--- src/rtl/bono_pkg.sv ---
// Shared types for the bono palette controller.
// Index/RGB widths, pixel struct and arbiter state.
package bono_pkg;

  localparam int PAL_IDX_W = 8;
  localparam int RGB_W     = 24;

  typedef struct packed {
    logic [7:0] r;
    logic [7:0] g;
    logic [7:0] b;
  } rgb_t;

  typedef struct packed {
    logic [PAL_IDX_W-1:0] addr;
    rgb_t                 data;
  } pal_wr_t;

  typedef enum logic {
    DISPLAY = 1'b0,
    COMMIT  = 1'b1
  } pal_state_t;

endpackage

--- src/rtl/bono_wr_fifo.sv ---
// Palette write FIFO: binary pointers with an extra wrap bit.
// Flags come straight from the registered pointers.
module bono_wr_fifo #(
  parameter int DEPTH = 4,
  parameter int W     = 32
) (
  input  logic         i_clk,
  input  logic         i_rst_n,
  input  logic         i_push,
  input  logic [W-1:0] i_din,
  input  logic         i_pop,
  output logic [W-1:0] o_dout,
  output logic         o_full,
  output logic         o_empty,
  output logic         o_one
);

  localparam int AW = $clog2(DEPTH);

  logic [W-1:0] r_mem [DEPTH];
  logic [AW:0]  r_wptr;
  logic [AW:0]  r_rptr;
  logic [AW:0]  w_cnt;
  logic         w_push;
  logic         w_pop;

  assign w_cnt   = r_wptr - r_rptr;
  assign o_empty = (r_wptr == r_rptr);
  assign o_full  = (r_wptr[AW] != r_rptr[AW]) &&
                   (r_wptr[AW-1:0] == r_rptr[AW-1:0]);
  assign o_one   = (w_cnt == (AW+1)'(1));
  assign o_dout  = r_mem[r_rptr[AW-1:0]];

  assign w_push = i_push & ~o_full;
  assign w_pop  = i_pop & ~o_empty;

  always_ff @(posedge i_clk) begin
    if (w_push) begin
      r_mem[r_wptr[AW-1:0]] <= i_din;
    end
  end

  always_ff @(posedge i_clk or negedge i_rst_n) begin
    if (!i_rst_n) begin
      r_wptr <= '0;
      r_rptr <= '0;
    end else begin
      if (w_push) r_wptr <= r_wptr + 1'b1;
      if (w_pop)  r_rptr <= r_rptr + 1'b1;
    end
  end

endmodule

--- src/rtl/bono_palette_ctrl.sv ---
// Palette RAM arbiter: display reads in active video,
// buffered host writes committed only during blanking.
module bono_palette_ctrl
  import bono_pkg::*;
#(
  parameter int DEPTH   = 4,
  parameter bit VB_ONLY = 1'b1
) (
  input  logic                 pixel_clk,
  input  logic                 reset_n,
  input  logic                 hblank,
  input  logic                 vblank,
  input  logic [PAL_IDX_W-1:0] index_in,
  output logic [RGB_W-1:0]     pixel_out,
  input  logic                 wr_valid,
  output logic                 wr_ready,
  input  logic [PAL_IDX_W-1:0] wr_addr,
  input  logic [RGB_W-1:0]     wr_data,
  output logic                 pending,
  output logic                 ram_we,
  output logic [PAL_IDX_W-1:0] ram_addr,
  output logic [RGB_W-1:0]     ram_din,
  input  logic [RGB_W-1:0]     ram_dout
);

  pal_state_t r_state;
  pal_state_t w_state_nx;
  pal_wr_t    w_wr;
  pal_wr_t    w_head;
  rgb_t       r_pix;
  logic       r_blank_d1;
  logic       w_blank;
  logic       w_commit_ok;
  logic       w_full;
  logic       w_empty;
  logic       w_one;
  logic       w_push;
  logic       w_we;

  assign w_blank     = hblank | vblank;
  assign w_commit_ok = VB_ONLY ? vblank : w_blank;

  assign w_wr   = {wr_addr, wr_data};
  assign w_push = wr_valid & ~w_full;

  bono_wr_fifo #(
    .DEPTH (DEPTH),
    .W     ($bits(pal_wr_t))
  ) u_fifo (
    .i_clk   (pixel_clk),
    .i_rst_n (reset_n),
    .i_push  (w_push),
    .i_din   (w_wr),
    .i_pop   (w_we),
    .o_dout  (w_head),
    .o_full  (w_full),
    .o_empty (w_empty),
    .o_one   (w_one)
  );

  always_ff @(posedge pixel_clk or negedge reset_n) begin
    if (!reset_n) r_state <= DISPLAY;
    else          r_state <= w_state_nx;
  end

  always_comb begin
    w_state_nx = r_state;
    unique case (r_state)
      DISPLAY: begin
        if (w_commit_ok && !w_empty) w_state_nx = COMMIT;
      end
      COMMIT: begin
        if (!w_commit_ok || w_empty || (w_one && !w_push))
          w_state_nx = DISPLAY;
      end
      default: w_state_nx = DISPLAY;
    endcase
  end

  // Display wins: a write is gated off the moment commit_ok drops.
  always_comb begin
    w_we = 1'b0;
    unique case (r_state)
      DISPLAY: w_we = 1'b0;
      COMMIT:  w_we = w_commit_ok & ~w_empty;
      default: w_we = 1'b0;
    endcase
  end

  assign ram_we   = w_we;
  assign ram_addr = w_we ? w_head.addr : index_in;
  assign ram_din  = w_head.data;
  assign wr_ready = ~w_full;
  assign pending  = ~w_empty;

  always_ff @(posedge pixel_clk or negedge reset_n) begin
    if (!reset_n) begin
      r_blank_d1 <= 1'b1;
      r_pix      <= '0;
    end else begin
      r_blank_d1 <= w_blank;
      r_pix      <= r_blank_d1 ? rgb_t'('0) : rgb_t'(ram_dout);
    end
  end

  assign pixel_out = r_pix;

endmodule

--- config.mk ---
export PLATFORM = sky130hd
export DESIGN_NAME = bono_palette_ctrl
export DESIGN_NICKNAME = d
export VERILOG_FILES = /design/src/rtl/bono_pkg.sv /design/src/rtl/bono_wr_fifo.sv /design/src/rtl/bono_palette_ctrl.sv
export SDC_FILE = /design/constraint.sdc
export NUM_CORES = 1
export LEC_CHECK = 0
export BUFFER_PORTS_ARGS = -buffer_cell sky130_fd_sc_hd__buf_2
export CAP_MARGIN = 10
export CORE_MARGIN = 2
export CORE_UTILIZATION = 25
export CTS_BUF_LIST = sky130_fd_sc_hd__clkbuf_8 sky130_fd_sc_hd__clkbuf_16
export DETAILED_ROUTE_END_ITERATION = 8
export PLACE_DENSITY = 0.5
export SYNTH_ARGS = -nofsm -noshare
export SYNTH_HDL_FRONTEND = slang
export SYNTH_SLANG_ARGS = --single-unit
--- constraint.sdc ---
create_clock -name pixel_clk -period 3.99 [get_ports pixel_clk]
set_input_delay 0.798 -clock pixel_clk [delete_from_list [all_inputs] [get_ports pixel_clk]]
set_output_delay 0.798 -clock pixel_clk [all_outputs]
set_load 0.1 [all_outputs]
# Word-level counts from Yosys, hierarchy flattened

Memories as Yosys holds them, arrays and structs flattened.
Cells that the tools add are included.

Bits in read-only memories: 0
Memory bits (writable): 128
Memories: 1
Flip-flop bits (word level): 32
Latch bits: 0
Input bits: 69

Memories:

| memory       | words | bits a word | rd ports | clocked after Yosys merged registers in | wr ports | line               | RTL |
|---|---|---|---|---|---|---|---|
| u_fifo.r_mem | 4     | 32          | 1        | 0                                       | 1        | bono_wr_fifo.sv:20 | `logic [W-1:0] r_mem [DEPTH];` |

Add/subtract/negate cells: 3
Order comparisons: 0
Div/mod/pow operators: 0
Shift-type cells: 0
Bitwise logic cells: 8
Multiply operators: 0
Equal/unequal tests: 4
Reductions and logical operators: 8
Mux-type cells: 8

Operators by type and width:

| kind                | count |
|---|---|
| $mux 24             | 1 |
| $mux 8              | 1 |
| $add 3x1->3 const B | 2 |
| $and 1x1->1         | 4 |
| $mux 1              | 4 |
| $pmux 1 s2          | 2 |
| $eq 3x1->1 const B  | 1 |
| $eq 3x3->1          | 1 |
| $logic_and 1x1->1   | 3 |
| $logic_not 1->1     | 3 |
| $not 1->1           | 3 |
| $sub 3x3->3         | 1 |
| $eq 2x2->1          | 1 |
| $logic_or 1x1->1    | 2 |
| $ne 1x1->1          | 1 |
| $or 1x1->1          | 1 |

# Depth between registers and ports, before layout

Depth in word-level cells: 9
Mapped depth: 9

# Cells and area by module

Synthesis repeated with hierarchy kept, for this count alone.

Cell total of the unflattened synthesis: 279
Area, all modules: 6,045.8 um2

Modules (own cells, without submodules):

| module            | cells each | instances | area an instance (um2) |
|---|---|---|---|
| bono_wr_fifo      | 211        | 1         | 5,073.6 |
| bono_palette_ctrl | 68         | 1         | 972.2 |

# Worst setup path before layout

No wires, ideal clock.

Kind: reg2out
From: register u_fifo.r_rptr[1]
To: output ram_addr[0]
Arrival time: 2,487 ps
Buffers on the path: 4
Slack: 705 ps
Data required time: 3,192 ps
Cell stages (with the launch flop): 10
Path through: dfrtp_1 > buf_2 > buf_2 > buf_2 > inv_1 > ha_1 > nand2_1 > o211a_1 > buf_6 > mux2_2

Longest elaborated chain between the ends: 5

RTL lines:

| item                   | line                    | RTL |
|---|---|---|
| start, declared        | bono_wr_fifo.sv:22      | `logic [AW:0] r_rptr;` |
| start signal, assigned | bono_wr_fifo.sv:49      | `if (w_pop) r_rptr <= r_rptr + 1'b1;` |
| $eq 3x3->1             | bono_wr_fifo.sv:28      | `assign o_empty = (r_wptr == r_rptr);` |
| $not 1->1              | bono_palette_ctrl.sv:85 | `COMMIT: w_we = w_commit_ok & ~w_empty;` |
| $and 1x1->1            | bono_palette_ctrl.sv:85 |  |
| $pmux 1 s2             | bono_palette_ctrl.sv:83 | `unique case (r_state)` |
| named net ram_we       | bono_palette_ctrl.sv:20 | `output logic ram_we,` |
| $mux 8                 | bono_palette_ctrl.sv:91 | `assign ram_addr = w_we ? w_head.addr : index_in;` |
| end, declared          | bono_palette_ctrl.sv:21 | `output logic [PAL_IDX_W-1:0] ram_addr,` |

The timed path passes the listed nets, and every way through them passes these cells.

# Worst setup path in the final report

From: register u_fifo.r_wptr[0]
To: output ram_addr[3]

Longest elaborated chain between the ends: 5

RTL lines:

| item                   | line                    | RTL |
|---|---|---|
| start, declared        | bono_wr_fifo.sv:21      | `logic [AW:0] r_wptr;` |
| start signal, assigned | bono_wr_fifo.sv:48      | `if (w_push) r_wptr <= r_wptr + 1'b1;` |
| $eq 3x3->1             | bono_wr_fifo.sv:28      |  |
| $not 1->1              | bono_palette_ctrl.sv:85 |  |
| $and 1x1->1            | bono_palette_ctrl.sv:85 |  |
| $pmux 1 s2             | bono_palette_ctrl.sv:83 |  |
| $mux 8                 | bono_palette_ctrl.sv:91 |  |

Every way passes these cells.

==> flow_summary.json <==
{
  "run_status": "completed",
  "netlist_top_cells_count": "sky130_fd_sc_hd__edfxtp_1, sky130_fd_sc_hd__dfrtp_1, sky130_fd_sc_hd__mux4_2, sky130_fd_sc_hd__nor2b_1, sky130_fd_sc_hd__mux4_1",
  "worst_ep_required_time_ps": 3190,
  "worst_hold_slack_ps": 423.1,
  "yosys.cell_types.count": 27,
  "setup_viol": 0,
  "multiInputGateArea_sq_um": 1290,
  "initial_antenna_violation_count": 1,
  "die_h_um": 159.3,
  "placement.io_buffers": 127,
  "detail_route.iter0.violations": 112,
  "period_minus_slack_ps": 3375,
  "timing.setup.tns_ps": 0,
  "final_critical_path_share_of_the_clock_period_pct": 84.59,
  "critical_path_class": "reg -> out",
  "worst_r2r_path_depth": 5,
  "viasPerCell": 4.069,
  "drt-total-wl_um": 12080,
  "grt_first_pass_wirelength_um": 18930,
  "rr_startpoint": "u_fifo.r_wptr[0]",
  "worst_slew_margin_rel_pct": 33.16,
  "synth_edf_count": 128,
  "largest_net_degree_at_the_start_of_global_routing": 36,
  "die_area_sq_um": 25370,
  "clock_tree.root_cell": "sky130_fd_sc_hd__clkbuf_16",
  "wl_per_cell_um": 16.37,
  "synth_area_per_cell_sq_um": 22.49,
  "yosysMostFrequentCell": "sky130_fd_sc_hd__edfxtp_1",
  "seq_area_frac_synth_pct": 77.07,
  "clkLatencyLatePin_ps": 420,
  "critical_path_arrival_ps": 2580,
  "gp_congestion": 0.6881,
  "drc_violations_left": 0,
  "post_cts.repair.setup_buffers": 0,
  "timing.critical_path.to": "ram_addr[3]",
  "synth.ff_latch_count": 160,
  "layout_setup_ws_ps": 615.0,
  "max_slew.worst_pin.slew_ps": 1003,
  "worst_skew_ps": 9.467,
  "synth.largest_area_cell": "sky130_fd_sc_hd__edfxtp_1",
  "dpl.hpwl_um": 7463,
  "drive_above_1_share_pct": 48.45,
  "yosys_most_used_dff": "sky130_fd_sc_hd__edfxtp_1",
  "syn_nets": 345,
  "overall_routing_resource_usage_pct": 10.05,
  "worst_hold_path_type": "in -> async",
  "area_contributors_post_synth": "sky130_fd_sc_hd__edfxtp_1, sky130_fd_sc_hd__dfrtp_1, sky130_fd_sc_hd__mux4_2, sky130_fd_sc_hd__mux4_1, sky130_fd_sc_hd__nor2b_1",
  "drt_first_pass_iters": 4,
  "floorplan.core_area_sq_um": 23540,
  "design.portCount": 128,
  "floorplan.initialDensity_pct": 25.61,
  "cts_resized": 0,
  "dp_worst_setup_slack_ps": 989.8,
  "yosysTopAreaCellShare_pct": 63.76,
  "slew_violations": 0,
  "std_cell_rows": 56,
  "synthesis.yosys.warnings": 0,
  "cts_hold_repair.buffers": 0,
  "reg2reg_slack_ps": 1510,
  "clock-sinks": 160,
  "fmax_mhz": 296.3,
  "synth-async-reset-ratio_pct": 20.00,
  "overflow": 0,
  "timing.rr.end": "u_fifo.r_mem[1][4]",
  "max_cap_viol_count": 0,
  "crit_path_start_kind": "register",
  "final_hold_viol_count": 0,
  "die_width_um": 159.3,
  "antenna_cells": 0,
  "areaGrowthSynthToFinish_pct": 25.18,
  "clk_pin_slew_ps": 60,
  "cp-end-kind": "output port",
  "number_of_clock_buffers_inserted_by_tritoncts": 17,
  "startpoint": "u_fifo.r_wptr[0]",
  "drtAntennaViolNets": 0,
  "setup_repair_after_global_routing_missed_its_margin": "false",
  "ctsLongestPathBuffers": 2,
  "first_global_vias": 3267,
  "post-route-util_pct": 32.05,
  "post_synth_inst_count": 268,
  "clock_tree_from_tritoncts": "built",
  "synth.cell_area_sq_um": 6028,
  "final.fill_count": 2355,
  "crit_path_max_fanout": 11,
  "cts_max_level": 4,
  "num-nets-final": 483,
  "layout.area.seq_sq_um": 4648,
  "vias_after_detailed_routing": 3003
}
state kept, by name (all words and copies together), names as in the netlist:
name and count:
u_fifo.r_rptr 3, r_state 1, pixel_out 24, u_fifo.r_wptr 3
r_blank_d1 1, u_fifo.r_mem 128
cells by family after synthesis:
logic type | after synthesis | share of synthesized area [%]
multiplexers | 42 | 14.51
XOR/XNOR | 7 | 1.017
AND/OR/NAND/NOR | 32 | 3.259
adder cells (fa/ha/maj) | 8 | 1.785
AO/OA/AOI/OAI | 5 | 0.7680
buffers and inverters | 14 | 1.598
flip-flops | 160 | 77.07
routing by layer:
layer  up-vias  track usage (%)  routed length [um]
met5         -                0                  13
met4         2            4.793                 263
met3        20            3.100                 510
met2        62            17.15                6280
met1      1563            11.54                5011
li1       1356                -                   -
per-stage QoR:
stage	cell area (sq um)	std cells
after global placement	7007	706
final	7546	738
after global routing	7546	738
after detailed placement	7007	706
after CTS	7546	738
after floorplan	6028	268
area by class of cell:
cell class / instances / area share (%)
clock buffer: 17 / 5.638
clock inverter: 15 / 1.509
inverter: 3 / 0.1492
multi-input combinational: 94 / 17.10
sequential: 160 / 61.60
tap: 319 / 5.289
timing repair buffer: 130 / 8.722
worst min-delay path by stage:
| stage | slack [ps] | start | to |
|---|---|---|---|
| after floorplan | 500 | reset_n | pixel_out[0] |
| after global routing | 470 | reset_n | pixel_out[22] |
| after CTS | 420 | reset_n | pixel_out[19] |
| after global placement | 510 | u_fifo.r_wptr[2] | u_fifo.r_wptr[2] |
| final | 420 | reset_n | pixel_out[17] |
| after detailed placement | 520 | u_fifo.r_wptr[2] | u_fifo.r_wptr[2] |
worst max-delay path: stages, from the launching register on:
cell and delay, ps:
sky130_fd_sc_hd__dfrtp_1 410, sky130_fd_sc_hd__inv_1 140, sky130_fd_sc_hd__ha_1 280, sky130_fd_sc_hd__nand2_1 140
sky130_fd_sc_hd__o211a_1 500, sky130_fd_sc_hd__mux2_2 390, sky130_fd_sc_hd__buf_2 290
cells in the final DEF (no fill, tap or decap), drive strengths merged:
cell | netlist | final
buf | 9 | 130
edfxtp | 128 | 128
mux4 | 32 | 32
dfrtp | 31 | 31
nor2b | 24 | 24
clkbuf | 2 | 17
mux2 | 10 | 10
clkinv | 0 | 9
ha | 7 | 7
inv | 3 | 5
xnor2 | 4 | 4
clkinvlp | 0 | 4
xor2 | 3 | 3
and2 | 3 | 3
nand3 | 2 | 2
o211a | 2 | 2
nand2 | 1 | 1
o21a | 1 | 1
nand3b | 1 | 1
o311a | 1 | 1
or2 | 1 | 1
o2111ai | 1 | 1
fa | 1 | 1
dfstp | 1 | 1
Power is not shown: default switching activity piles up to over one toggle a cycle in this logic, so the estimate is an artifact.
